--- src/rtl/uart_pkg.sv ---
// rtl/uart_pkg.sv - shared types and register map for the MMIO UART transmitter
// Contents:
//   tx_state_e      TX FSM states
//   DataOff         byte offset of the DATA register
//   StatusOff       byte offset of the STATUS register
//   Stat*           bit positions inside the STATUS word
package uart_pkg;

  typedef enum logic [1:0] {
    IDLE,
    START,
    DATA,
    STOP
  } tx_state_e;

  localparam logic [2:0] DataOff   = 3'd0;
  localparam logic [2:0] StatusOff = 3'd4;

  localparam int StatFullBit  = 0;
  localparam int StatEmptyBit = 1;
  localparam int StatBusyBit  = 2;
  localparam int StatCountLsb = 8;

endpackage

--- src/rtl/fifo_1r1w_sync.sv ---
// rtl/fifo_1r1w_sync.sv - single-clock FIFO with push/pop and occupancy count
// Ports:
//   clk_i, reset_i    clock, asynchronous active-high reset
//   push_i, wdata_i   write request and data (ignored while full)
//   pop_i, rdata_o    read request; rdata_o shows the head entry combinationally
//   full_o, empty_o   occupancy flags
//   count_o           number of stored entries (0..Depth)
module fifo_1r1w_sync #(
  parameter int Width = 8,
  parameter int Depth = 8
) (
  input  logic                     clk_i,
  input  logic                     reset_i,
  input  logic                     push_i,
  input  logic [Width-1:0]         wdata_i,
  input  logic                     pop_i,
  output logic [Width-1:0]         rdata_o,
  output logic                     full_o,
  output logic                     empty_o,
  output logic [$clog2(Depth):0]   count_o
);

  localparam int AW = $clog2(Depth);

  logic [Width-1:0] mem_q [Depth];
  logic [AW-1:0]    wr_ptr_q, rd_ptr_q;
  logic [AW:0]      count_q, count_d;
  logic             do_push, do_pop;

  assign full_o  = (count_q == (AW+1)'(Depth));
  assign empty_o = (count_q == '0);
  assign count_o = count_q;
  assign rdata_o = mem_q[rd_ptr_q];

  assign do_push = push_i && !full_o;
  assign do_pop  = pop_i && !empty_o;

  always_comb begin
    count_d = count_q;
    case ({do_push, do_pop})
      2'b10:   count_d = count_q + 1'b1;
      2'b01:   count_d = count_q - 1'b1;
      default: count_d = count_q;
    endcase
  end

  // Depth is a power of two, so the pointers wrap naturally.
  always_ff @(posedge clk_i or posedge reset_i) begin
    if (reset_i) begin
      wr_ptr_q <= '0;
      rd_ptr_q <= '0;
      count_q  <= '0;
    end else begin
      if (do_push) wr_ptr_q <= wr_ptr_q + 1'b1;
      if (do_pop)  rd_ptr_q <= rd_ptr_q + 1'b1;
      count_q <= count_d;
    end
  end

  always_ff @(posedge clk_i) begin
    if (do_push) mem_q[wr_ptr_q] <= wdata_i;
  end

endmodule

--- src/rtl/uart_tx_mmio.sv ---
// rtl/uart_tx_mmio.sv - picorv32-bus UART transmitter (8N1) with TX FIFO
// Ports:
//   clk_i, reset_i   clock, asynchronous active-high reset
//   mem_valid_i      bus request valid
//   mem_addr_i       byte address; window is BaseAddr..BaseAddr+7
//   mem_wdata_i      write data; DATA pushes bits [7:0]
//   mem_wstrb_i      byte strobes; 0 means read
//   mem_rdata_o      read data, valid while mem_ready_o is high
//   mem_ready_o      one-cycle response pulse
//   tx_o             serial line, idle high
module uart_tx_mmio
  import uart_pkg::*;
#(
  parameter int          ClkFreq   = 12000000,
  parameter int          BaudRate  = 115200,
  parameter int          FifoDepth = 8,
  parameter logic [31:0] BaseAddr  = 32'h0000_1000
) (
  input  logic        clk_i,
  input  logic        reset_i,
  input  logic        mem_valid_i,
  input  logic [31:0] mem_addr_i,
  input  logic [31:0] mem_wdata_i,
  input  logic [3:0]  mem_wstrb_i,
  output logic [31:0] mem_rdata_o,
  output logic        mem_ready_o,
  output logic        tx_o
);

  localparam int Div  = ClkFreq / BaudRate;
  localparam int CntW = $clog2(Div);
  localparam int FcW  = $clog2(FifoDepth) + 1;
  localparam logic [CntW-1:0] CntLast = CntW'(Div - 1);

  // ---------------------------------------------------------------- bus side
  logic          sel, is_write, is_data, is_status;
  logic          push_req, accept, push;
  logic [2:0]    off;
  logic [31:0]   status_w;
  logic [31:0]   rdata_d, rdata_q;
  logic          ready_d, ready_q;

  logic          fifo_full, fifo_empty, pop;
  logic [7:0]    fifo_rdata;
  logic [FcW-1:0] fifo_count;

  tx_state_e      state_q;
  logic [CntW-1:0] baud_q;
  logic [2:0]     idx_q;
  logic [7:0]     shift_q;
  logic           tx_q;
  logic           baud_last;

  assign sel       = mem_valid_i && (mem_addr_i[31:3] == BaseAddr[31:3]);
  assign is_write  = |mem_wstrb_i;
  assign off       = {mem_addr_i[2], 2'b00};
  assign is_data   = (off == DataOff);
  assign is_status = (off == StatusOff);

  // Only a DATA write carrying byte lane 0 actually needs FIFO space; every
  // other selected request completes regardless of occupancy.
  assign push_req = sel && is_write && is_data && mem_wstrb_i[0];
  assign accept   = sel && !ready_q && !(push_req && fifo_full);
  assign push     = accept && push_req;

  always_comb begin
    status_w = '0;
    status_w[StatFullBit]  = fifo_full;
    status_w[StatEmptyBit] = fifo_empty;
    status_w[StatBusyBit]  = (state_q != IDLE);
    status_w[StatCountLsb +: FcW] = fifo_count;
  end

  assign ready_d = accept;
  assign rdata_d = (accept && !is_write && is_status) ? status_w : 32'h0;

  always_ff @(posedge clk_i or posedge reset_i) begin
    if (reset_i) begin
      ready_q <= 1'b0;
      rdata_q <= '0;
    end else begin
      ready_q <= ready_d;
      rdata_q <= rdata_d;
    end
  end

  assign mem_ready_o = ready_q;
  assign mem_rdata_o = rdata_q;

  logic unused_bits;
  assign unused_bits = ^{mem_addr_i[1:0], mem_wdata_i[31:8]};

  // ------------------------------------------------------------------- FIFO
  fifo_1r1w_sync #(
    .Width (8),
    .Depth (FifoDepth)
  ) u_fifo (
    .clk_i   (clk_i),
    .reset_i (reset_i),
    .push_i  (push),
    .wdata_i (mem_wdata_i[7:0]),
    .pop_i   (pop),
    .rdata_o (fifo_rdata),
    .full_o  (fifo_full),
    .empty_o (fifo_empty),
    .count_o (fifo_count)
  );

  // ----------------------------------------------------------------- TX FSM
  assign baud_last = (baud_q == CntLast);

  // Pop from IDLE, or on the last STOP cycle so frames run back-to-back.
  assign pop = !fifo_empty &&
               ((state_q == IDLE) || ((state_q == STOP) && baud_last));

  always_ff @(posedge clk_i or posedge reset_i) begin
    if (reset_i) begin
      state_q <= IDLE;
      baud_q  <= '0;
      idx_q   <= '0;
      shift_q <= '0;
      tx_q    <= 1'b1;
    end else begin
      case (state_q)
        IDLE: begin
          baud_q <= '0;
          tx_q   <= 1'b1;
          if (pop) begin
            state_q <= START;
            shift_q <= fifo_rdata;
            tx_q    <= 1'b0;
          end
        end
        START: begin
          if (baud_last) begin
            state_q <= DATA;
            baud_q  <= '0;
            idx_q   <= '0;
            tx_q    <= shift_q[0];
            shift_q <= {1'b0, shift_q[7:1]};
          end else begin
            baud_q <= baud_q + 1'b1;
          end
        end
        DATA: begin
          if (baud_last) begin
            baud_q <= '0;
            if (idx_q == 3'd7) begin
              state_q <= STOP;
              tx_q    <= 1'b1;
            end else begin
              idx_q   <= idx_q + 1'b1;
              tx_q    <= shift_q[0];
              shift_q <= {1'b0, shift_q[7:1]};
            end
          end else begin
            baud_q <= baud_q + 1'b1;
          end
        end
        STOP: begin
          if (baud_last) begin
            baud_q <= '0;
            if (pop) begin
              state_q <= START;
              shift_q <= fifo_rdata;
              tx_q    <= 1'b0;
            end else begin
              state_q <= IDLE;
            end
          end else begin
            baud_q <= baud_q + 1'b1;
          end
        end
        default: begin
          state_q <= IDLE;
          baud_q  <= '0;
          tx_q    <= 1'b1;
        end
      endcase
    end
  end

  assign tx_o = tx_q;

endmodule
--- config.mk ---
export PLATFORM = sky130hd
export DESIGN_NAME = uart_tx_mmio
export DESIGN_NICKNAME = d
export VERILOG_FILES = /design/src/rtl/uart_pkg.sv /design/src/rtl/fifo_1r1w_sync.sv /design/src/rtl/uart_tx_mmio.sv
export SDC_FILE = /design/constraint.sdc
export NUM_CORES = 1
export LEC_CHECK = 0
export CAP_MARGIN = 20
export CELL_PAD_IN_SITES_DETAIL_PLACEMENT = 0
export CELL_PAD_IN_SITES_GLOBAL_PLACEMENT = 1
export CORE_MARGIN = 8
export CORE_UTILIZATION = 45
export DETAILED_ROUTE_END_ITERATION = 8
export PLACE_DENSITY_LB_ADDON = 0.12
export RECOVER_POWER = 25
export SYNTH_ARGS = -nofsm -noshare
export SYNTH_HDL_FRONTEND = slang
export SYNTH_HIERARCHICAL = 1
export SYNTH_SLANG_ARGS = --single-unit
--- constraint.sdc ---
create_clock -name clk_i -period 5.1 [get_ports clk_i]
set_input_delay 1.275 -clock clk_i [delete_from_list [all_inputs] [get_ports clk_i]]
set_output_delay 1.275 -clock clk_i [all_outputs]
set_load 0.03 [all_outputs]
==> flow_metrics.py <==
metrics = {
    "outcome": {
        "outcome": "finished with violations",
        "violations": "capacitance limit, slew limit",
    },
    "finish": {
        "nets": 471,
        "diodes": 0,
        "fin_util_pct": 53.0,
        "syn_to_final_growth_pct": 15.8,
        "nFillCells": 909,
        "drive_gt1_share_pct": 15.3,
    },
    "place": {
        "gp_congestion": 0.720,
        "portBuffers": 53,
        "place_hpwl_um": 6570,
    },
    "synthesis": {
        "synthTopCellsByArea": "edfxtp_1 (39%), dfrtp_1 (19%), mux4_1 (8.5%)",
        "synth_top_area_cell": "edfxtp_1",
        "synth_top_area_share_pct": 38.9,
        "yosys_warnings": 6,
        "yosysSeqAreaShare_pct": 58.7,
        "synth_flop_cell": "edfxtp_1",
        "yosys-top-cells-count": "edfxtp_1 (64), dfrtp_1 (38), buf_4 (25)",
        "synth-edff-count": 64,
        "netlist_area_mm2": 0.00494,
        "async_flop_share_pct": 37.9,
        "syn_avg_cell_area_um2": 15.2,
        "synth.most_common_cell": "edfxtp_1",
        "yosys_register_bits": 103,
        "syn_inst": 324,
        "synth_cell_types": 53,
    },
    "sta": {
        "slew_viol_final": 30,
        "fmaxAchievable_mhz": 240,
        "finalCritPeriodShare_pct": 81.8,
        "skew_ns": 0.0169,
        "tightest_slew_ns": 1.59,
        "fin_tns_setup_ns": 0,
        "slew_headroom_pct": -5.94,
        "rsz0062_at_grt": "false",
        "setup_violations": 0,
        "hold_viol_final": 0,
        "min_period_ns": 4.17,
    },
    "detailed_routing": {
        "first_iter_violations": 165,
        "drc": 0,
        "antenna_left": 0,
        "viasPerCell": 5.04,
        "wl_per_cell_um": 17.5,
        "drt-total-wl_um": 9290,
        "vias": 2678,
        "dr.pass1.iters": 4,
    },
    "global_route": {
        "grt_overflow": 0,
        "grt_use_total_pct": 13.4,
        "grt_pass1_vias": 2802,
        "grt_first_pass_wirelength_um": 14900,
        "grt_antenna_before_repair": 0,
        "grt_max_degree": 30,
    },
    "clock_tree": {
        "cts-root-buf": "clkbuf_8",
        "cts_max_level": 3,
        "cts.sinks": 103,
        "cts_buffers": 9,
        "cts_tree": "yes",
        "holdBufCountCts": 0,
        "clk_pin_slew_ns": 0.11,
        "post_cts_buffers": 0,
        "clk_latency_ns": 0.37,
        "cts-resized-gates": 0,
        "ctsLongestPathBuffers": 2,
    },
    "floorplan": {
        "die_w_um": 121,
        "die_h_um": 121,
        "start_util_pct": 45.8,
        "design.die.area_mm2": 0.0146,
        "coreArea_mm2": 0.0108,
        "pin_count": 105,
        "num_rows": 38,
    },
    "worst_setup_path": {
        "worst_setup_path_end_kind": "register",
        "cp_cell_sequence": "clkdlybuf4s50_1, nor4_1, nand3_1, nor3_1, buf_4, and3b_1, nand2_2, ha_1, ha_1, or4b_2, o311ai_0, o211ai_1",
        "path_common_cell": "ha_1",
        "worstPathArrival_ns": 4.43,
        "path_max_fanout": 9,
        "path_class": "primary input to register",
        "slowest_stage": "or4b_2",
        "critPathLaunchType": "primary input",
        "cpPeakStageDelay_ns": 0.62,
        "required_ns": 5.36,
    },
    "job": {
        "maxCapViolCount": 1,
    },
    "pwr": {
        "leakage_nw": 2.23,
        "power_density_mw_per_mm2": 253,
        "vdd_ir_drop_max_v": 0.000179,
    },
    "hold_path": {
        "hold_path_class": "register to register",
    },
}
## cell usage in the layout, fill, tap and decap left out, types with 9 or more instances in the layout
master,count
buf_4,9
clkbuf_8,9
clkdlybuf4s50_1,51
conb_1,25
dfrtp_1,38
edfxtp_1,64
ha_1,13
inv_1,14
mux2_2,19
mux4_1,16
nor2_1,10
nor3_1,9
## registers in the layout (all words and copies together) (netlist names), 2 cells and up
name	count
u_fifo/mem_q	64
shift_q	8
baud_q	7
mem_rdata_o	7
u_fifo/count_o	4
idx_q	3
u_fifo/rd_ptr_q	3
u_fifo/wr_ptr_q	3
state_q	2
## routing by layer
metal	GRT usage (%)	vias up	share of wire [%]
met2	22.6	45	51
met1	16.5	1320	44
li1	-	1309	-
met4	4.22	0	0.59
met5	0	-	0
met3	3.12	4	4.0
## report_power, final
group / switching, mW / total, mW / internal (mW)
clock network: 0.296 / 0.489 / 0.192
logic: 0.0421 / 0.0727 / 0.0306
registers: 0.00000000163 / 0.887 / 0.887
## layout make-up
cell class                      count  area (um^2)  area share, %
Timing Repair Buffer               63          602           10.5
Tap cell                          140          175           3.06
Clock inverter                      6         63.8           1.12
Multi-Input combinational cell    195         1800           31.5
Clock buffer                       10          128           2.23
Sequential cell                   103         2900           50.7
Inverter                           14         52.6          0.919
## logic make-up after synthesis
family	Yosys count	synth area share [%]
other	1	0.0759
adders and majority gates	14	3.70
AOI/OAI and AO/OA	25	4.48
xor gates and xnor gates	10	1.77
DFF	103	58.7
and+or+nand+nor	76	9.24
muxes	45	15.7
buffers and inverters	50	6.38
## through the flow
step	cells	instance area, um^2	total power [mW]	hold slack (ns)	setup WS, ns
2_1_floorplan	348	5030	0.950	0.430	1.09
3_3_place_gp	515	5550	0.977	0.446	0.538
3_5_place_dp	515	5550	0.978	0.451	0.517
4_1_cts	531	5740	1.47	0.465	0.934
5_1_grt	531	5720	1.50	0.515	0.717
6_report	531	5720	1.45	0.462	0.927
## path summary, 6_finish.rpt
| path | startpoint | end | slack (ns) | cells after the start |
|---|---|---|---|---|
| min in group asynchronous | reset_i | u_fifo/count_o[2] | 1.33 | 2 |
| max in group asynchronous | reset_i | shift_q[6] | 2.27 | 3 |
| max | mem_addr_i[19] | u_fifo/count_o[3] | 0.93 | 12 |
| max reg2reg | u_fifo/count_o[0] | u_fifo/count_o[3] | 1.46 | 10 |
| min reg2reg | baud_q[0] | baud_q[0] | 0.46 | 1 |
| min | baud_q[0] | baud_q[0] | 0.46 | 1 |
## critical path, delay by kind of cell
family	cells	cell delay, ns
AND/OR/NAND/NOR	6	1.63
adder cells (fa/ha/maj)	2	0.70
buffers and inverters	2	0.58
AO/OA/AOI/OAI	2	0.26
Power figures use the tool's default switching activity.
